===== src/rtl/loop_buf_pkg.sv =====
// rtl/loop_buf_pkg.sv - shared types and constants for the loop buffer read scheduler
package loop_buf_pkg;

    typedef enum logic [1:0] {
        IDLE    = 2'd0,
        READ    = 2'd1,
        DRAIN   = 2'd2,
        RELEASE = 2'd3
    } state_t;

    typedef struct packed {
        logic vld;
        logic sop;
        logic eop;
    } vld_flags_t;

    localparam int BLK_CNT_W = 16;

    // free_size reads back as the full block count when nothing is committed.
    function automatic int free_max(input int free_width);
        return 1 << (free_width - 1);
    endfunction

endpackage


===== src/rtl/lb_vld_pipe.sv =====
// rtl/lb_vld_pipe.sv - fixed-depth shift register aligning {vld, sop, eop} with RAM read data
module lb_vld_pipe
    import loop_buf_pkg::*;
#(
    parameter int DEPTH = 3
) (
    input  logic       clk,
    input  logic       rst_n,
    input  vld_flags_t flags_in,
    output vld_flags_t flags_out
);

    vld_flags_t stage [DEPTH];

    always_ff @(posedge clk or negedge rst_n) begin
        if (!rst_n) begin
            for (int i = 0; i < DEPTH; i++) begin
                stage[i] <= '0;
            end
        end else begin
            stage[0] <= flags_in;
            for (int i = 1; i < DEPTH; i++) begin
                stage[i] <= stage[i-1];
            end
        end
    end

    assign flags_out = stage[DEPTH-1];

endmodule


===== src/rtl/loop_buffer_rd_ctrl.sv =====
// rtl/loop_buffer_rd_ctrl.sv - block read scheduler issuing intra-block addresses and releasing blocks
module loop_buffer_rd_ctrl
    import loop_buf_pkg::*;
#(
    parameter int RDATA_WIDTH  = 64,
    parameter int RADDR_WIDTH  = 8,
    parameter int BLOCK_LEN    = 256,
    parameter int READ_LATENCY = 3,
    parameter int FREE_WIDTH   = 2,
    parameter int FREE_MAX     = free_max(FREE_WIDTH)
) (
    input  logic                   clk,
    input  logic                   rst_n,
    input  logic                   sched_en,
    input  logic [FREE_WIDTH-1:0]  free_size,
    input  logic                   dn_ready,
    output logic [RADDR_WIDTH-1:0] rd_addr,
    output logic                   rd_rdy,
    input  logic [RDATA_WIDTH-1:0] rd_data,
    output logic [RDATA_WIDTH-1:0] m_data,
    output logic                   m_vld,
    output logic                   m_sop,
    output logic                   m_eop,
    output logic                   busy,
    output logic [BLK_CNT_W-1:0]   blk_cnt
);

    localparam int CNT_W = (READ_LATENCY > 1) ? $clog2(READ_LATENCY) : 1;
    localparam logic [RADDR_WIDTH-1:0] LAST_ADDR  = RADDR_WIDTH'(BLOCK_LEN - 1);
    localparam logic [FREE_WIDTH-1:0]  FREE_EMPTY = FREE_WIDTH'(FREE_MAX);
    localparam logic [CNT_W-1:0]       DRAIN_INIT = CNT_W'(READ_LATENCY - 1);

    state_t                 state, state_nxt;
    logic [RADDR_WIDTH-1:0] addr_q, addr_nxt;
    logic [CNT_W-1:0]       drain_q, drain_nxt;
    logic [BLK_CNT_W-1:0]   cnt_q, cnt_nxt;
    logic                   start;
    vld_flags_t             flags_in, flags_out;

    assign start = sched_en && (free_size != FREE_EMPTY) && dn_ready;

    always_ff @(posedge clk or negedge rst_n) begin
        if (!rst_n) begin
            state   <= IDLE;
            addr_q  <= '0;
            drain_q <= '0;
            cnt_q   <= '0;
        end else begin
            state   <= state_nxt;
            addr_q  <= addr_nxt;
            drain_q <= drain_nxt;
            cnt_q   <= cnt_nxt;
        end
    end

    always_comb begin
        state_nxt = state;
        addr_nxt  = addr_q;
        drain_nxt = drain_q;
        cnt_nxt   = cnt_q;
        case (state)
            IDLE: begin
                if (start) begin
                    state_nxt = READ;
                    addr_nxt  = '0;
                end
            end
            READ: begin
                if (addr_q == LAST_ADDR) begin
                    state_nxt = DRAIN;
                    drain_nxt = DRAIN_INIT;
                end else begin
                    addr_nxt = addr_q + 1'b1;
                end
            end
            DRAIN: begin
                // Wait for the last word's data to leave the RAM before releasing.
                if (drain_q == '0) begin
                    state_nxt = RELEASE;
                end else begin
                    drain_nxt = drain_q - 1'b1;
                end
            end
            RELEASE: begin
                state_nxt = IDLE;
                addr_nxt  = '0;
                cnt_nxt   = cnt_q + 1'b1;
            end
            default: begin
                state_nxt = IDLE;
                addr_nxt  = '0;
            end
        endcase
    end

    always_comb begin
        flags_in     = '0;
        flags_in.vld = (state == READ);
        flags_in.sop = (state == READ) && (addr_q == '0);
        flags_in.eop = (state == READ) && (addr_q == LAST_ADDR);
    end

    lb_vld_pipe #(
        .DEPTH (READ_LATENCY)
    ) u_vld_pipe (
        .clk       (clk),
        .rst_n     (rst_n),
        .flags_in  (flags_in),
        .flags_out (flags_out)
    );

    assign rd_addr = addr_q;
    assign rd_rdy  = (state == RELEASE);
    assign busy    = (state != IDLE);
    assign blk_cnt = cnt_q;
    assign m_data  = rd_data;
    assign m_vld   = flags_out.vld;
    assign m_sop   = flags_out.sop;
    assign m_eop   = flags_out.eop;

endmodule


===== config.mk =====
export PLATFORM = sky130hd
export DESIGN_NAME = loop_buffer_rd_ctrl
export DESIGN_NICKNAME = d
export VERILOG_FILES = /design/src/rtl/loop_buf_pkg.sv /design/src/rtl/lb_vld_pipe.sv /design/src/rtl/loop_buffer_rd_ctrl.sv
export SDC_FILE = /design/constraint.sdc
export NUM_CORES = 1
export LEC_CHECK = 0
export ABC_AREA = 1
export CORE_MARGIN = 3
export CORE_UTILIZATION = 38
export CTS_CLUSTER_SIZE = 24
export DETAILED_ROUTE_END_ITERATION = 16
export GPL_TIMING_DRIVEN = 0
export PLACE_DENSITY = 0.94
export SYNTH_ARGS = -nofsm -noshare
export SYNTH_HDL_FRONTEND = slang
export SYNTH_SLANG_ARGS = --single-unit

===== constraint.sdc =====
create_clock -name clk -period 4.4 [get_ports clk]
set_input_delay 1.1 -clock clk [delete_from_list [all_inputs] [get_ports clk]]
set_output_delay 1.1 -clock clk [all_outputs]
set_load 0.02 [all_outputs]

==> run summary <==
clock slew at reported path FFs: 80 ps
final hold vios: 0
leakage power: 0.00174 uW
Max transition margin: 0.458
via count: 2026
Synth cell types: 27
Worst Tran Pin Value: 814 ps
largest net degree at the start of global routing: 38
pwr/cell area: 394 nW/um2
final worst-path cycle share: 0.654
clk_lat worst skew: 300 ps
setup TNS: 0 ps
Pint: 876 uW
# Post-CTS Setup Buffers: 0
Mapped Area: 2340 um2
root buffer selected by CTS: clkbuf_8
CTS Sinks: 37
CP cell instances: buf_4 -> clkdlybuf4s50_1
worst vdd ir: 0.344 mV
Gates resized, CTS repair: 0
Hold WC Path Type: register to register
switching power total: 510 uW
Max Root-Sink Buffers: 2
CP max FO: 1
Place WS: 1520 ps
Post-CTS Hold Fix Bufs: 0
Yosys warnings: 0
DRC Markers: 0
Nets: 455
family with the most delay on the worst path: buffers and inverters
async set-reset flop share out of synthesis: 1.00
dpl hpwl: 4.38 mm
total power: 1390 uW
hold path depth: 0
Crit path depth: 2
routing usage on met1: 0.160
Area Overhead vs Synth: 50.7%
initial core utilization: 0.407
DR pass1 iterations: 6
FF+latch count, synth: 37
EDFF count, synth: 0
clock power share: 0.225
worst endpoint required time: 3300 ps
Clock Skews: 5.98 ps
Die Width: 84.4 um
Worst Path Buf+Inv: 2
gr busiest metal: met2
Comb power frac: 0.433
Worst path slowest cell: clkdlybuf4s50_1
Cell Rows: 27
number of max-cap violations: 0
RSZ-0062 raised after global routing: no
fraction of layout cells with a size suffix above 1: 0.241
Die Span Y: 84.4 um
Buffers on Ports: 98
Total Routed Length: 5.35 mm
slowest stage delay, CP: 600 ps
minimum clock period: 2880 ps
post-DR vias/cell: 4.51
die area: 7130 um2
diode count: 0
Mean Syn Cell Area: 8.62 um2
initial DRC count: 97
Routed Antenna Nets: 0
Seq pwr share: 0.342
number of setup violations in the final report: 0
initial antenna violation count: 0
CP arrival: 1780 ps
met2 Use GR: 0.284
depth of the worst register-to-register path: 8
placer congestion estimate: 0.849
Slew Viols, Final: 0
kind of critical path: input pin to output port
Routed WL per cell: 11.9 um
Worst Setup End Kind: output port
sequential area share after synthesis: 0.396
Synthesized Nets: 350
Switching Share: 0.368
fmax: 348 MHz
grt ovf: 0
CTS buffer count: 5
CTS H-tree lvls: 2
I/O Pins: 163
CTS tree: built
Worst Slack Setup Final: 1520 ps
status: finished, final reports clean
GRT Resource Usage Total: 0.155
routing usage on met3: 0.0569
Setup crit start kind: input pin
vias in the first global route: 2048
first-pass GRT wire length: 8.96 mm
Post-Syn Instances: 271
ys flop type: dfrtp_1
Placeable Area: 5740 um2
==> Yosys cell counts (2+ instances only) <==
master    count  area share
nand2_2       2      0.0054
buf_4        65        0.21
inv_2         3      0.0048
nor3_1        3      0.0064
nand2_1      51       0.082
nor2_1       12       0.019
xnor2_1       3       0.011
nand3_2       4       0.017
inv_1        31       0.050
nor2_4        2      0.0096
xor2_1        7       0.026
nand3_1      11       0.024
o21ai_0       3      0.0064
o21ai_1      10       0.021
nand4_1       7       0.019
dfrtp_1      37        0.40
nand3b_1      2      0.0064
ha_1          9       0.048
==> cells by family (layout without fill, tap and decap cells) <==
kind of cell    count (synthesis)  in the layout  share of synthesized area
compound gates                 14             14                     0.0300
simple gates                   99             99                      0.217
xor+xnor                       10             10                     0.0375
mux                             1              1                    0.00482
fa+ha+maj                       9              9                     0.0482
buf+inv                       101            207                      0.267
flops                          37             37                      0.396
==> cell usage in the layout, fill, tap and decap left out <==
cell / count
clkdlybuf4s50_1: 97
buf_4: 65
nand2_1: 51
dfrtp_1: 37
inv_1: 31
nor2_1: 12
nand3_1: 11
o21ai_1: 10
ha_1: 9
nand4_1: 7
xor2_1: 7
clkbuf_8: 6
nand3_2: 4
inv_2: 3
o21ai_0: 3
nor3_1: 3
xnor2_1: 3
nand2_2: 2
nor2_4: 2
nand3b_1: 2
nor2_2: 1
clkbuf_1: 1
clkinv_1: 1
a21oi_1: 1
nand4_2: 1
nand2_4: 1
nor2_8: 1
nor3_4: 1
mux2_2: 1
clkinvlp_4: 1
bufinv_16: 1
buf_2: 1
==> final cells by class <==
class,count,area (um2)
plain buffers,66,492
well taps,72,90.1
fillers,475,2220
multi-input cells,133,788
inverters,35,131
repair buffers,98,976
clock inverters,2,37.5
clock buffers,6,82.6
flip-flops and latches,37,926
==> flip-flops by register name (all words and copies together), names as in the netlist <==
name                  count
blk_cnt                  16
state                     2
rd_addr                   8
drain_q                   2
u_vld_pipe.stage          6
u_vld_pipe.flags_out      3
==> metal layers <==
layer,routed length [um],vias to the layer above
li1,-,987
met1,1870,929
met2,2920,99
met3,451,11
met4,117,0
met5,0,-
==> power groups by stage <==
| stage | logic [uW] | clock network, uW | registers [uW] |
|---|---|---|---|
| finish | 600 | 311 | 475 |
| global route | 666 | 339 | 484 |
| CTS | 610 | 322 | 475 |
| detailed placement | 607 | 0 | 482 |
| global placement | 584 | 0 | 478 |
| floorplan | 331 | 0 | 522 |
==> worst paths after layout <==
path,startpoint,endpoint,slack (ps)
worst max-delay path,rd_data[35],m_data[35],1520
worst min-delay path,u_vld_pipe.stage[8],u_vld_pipe.stage[5],340
worst max register to register,state[1],rd_addr[0],2740
worst min register to register,u_vld_pipe.stage[8],u_vld_pipe.stage[5],340
max in group asynchronous,rst_n,drain_q[0],2990
min in group asynchronous,rst_n,blk_cnt[8],890
==> per-stage QoR <==
step,hold slack (ps),instance area (um2),cells,util
3_5_place_dp,336,3400,441,0.593
3_3_place_gp,333,3410,441,0.593
4_1_cts,346,3520,449,0.614
6_report,344,3520,449,0.614
2_1_floorplan,331,2340,271,-
5_1_grt,358,3520,449,0.614
(Power assumes the default switching activity.)
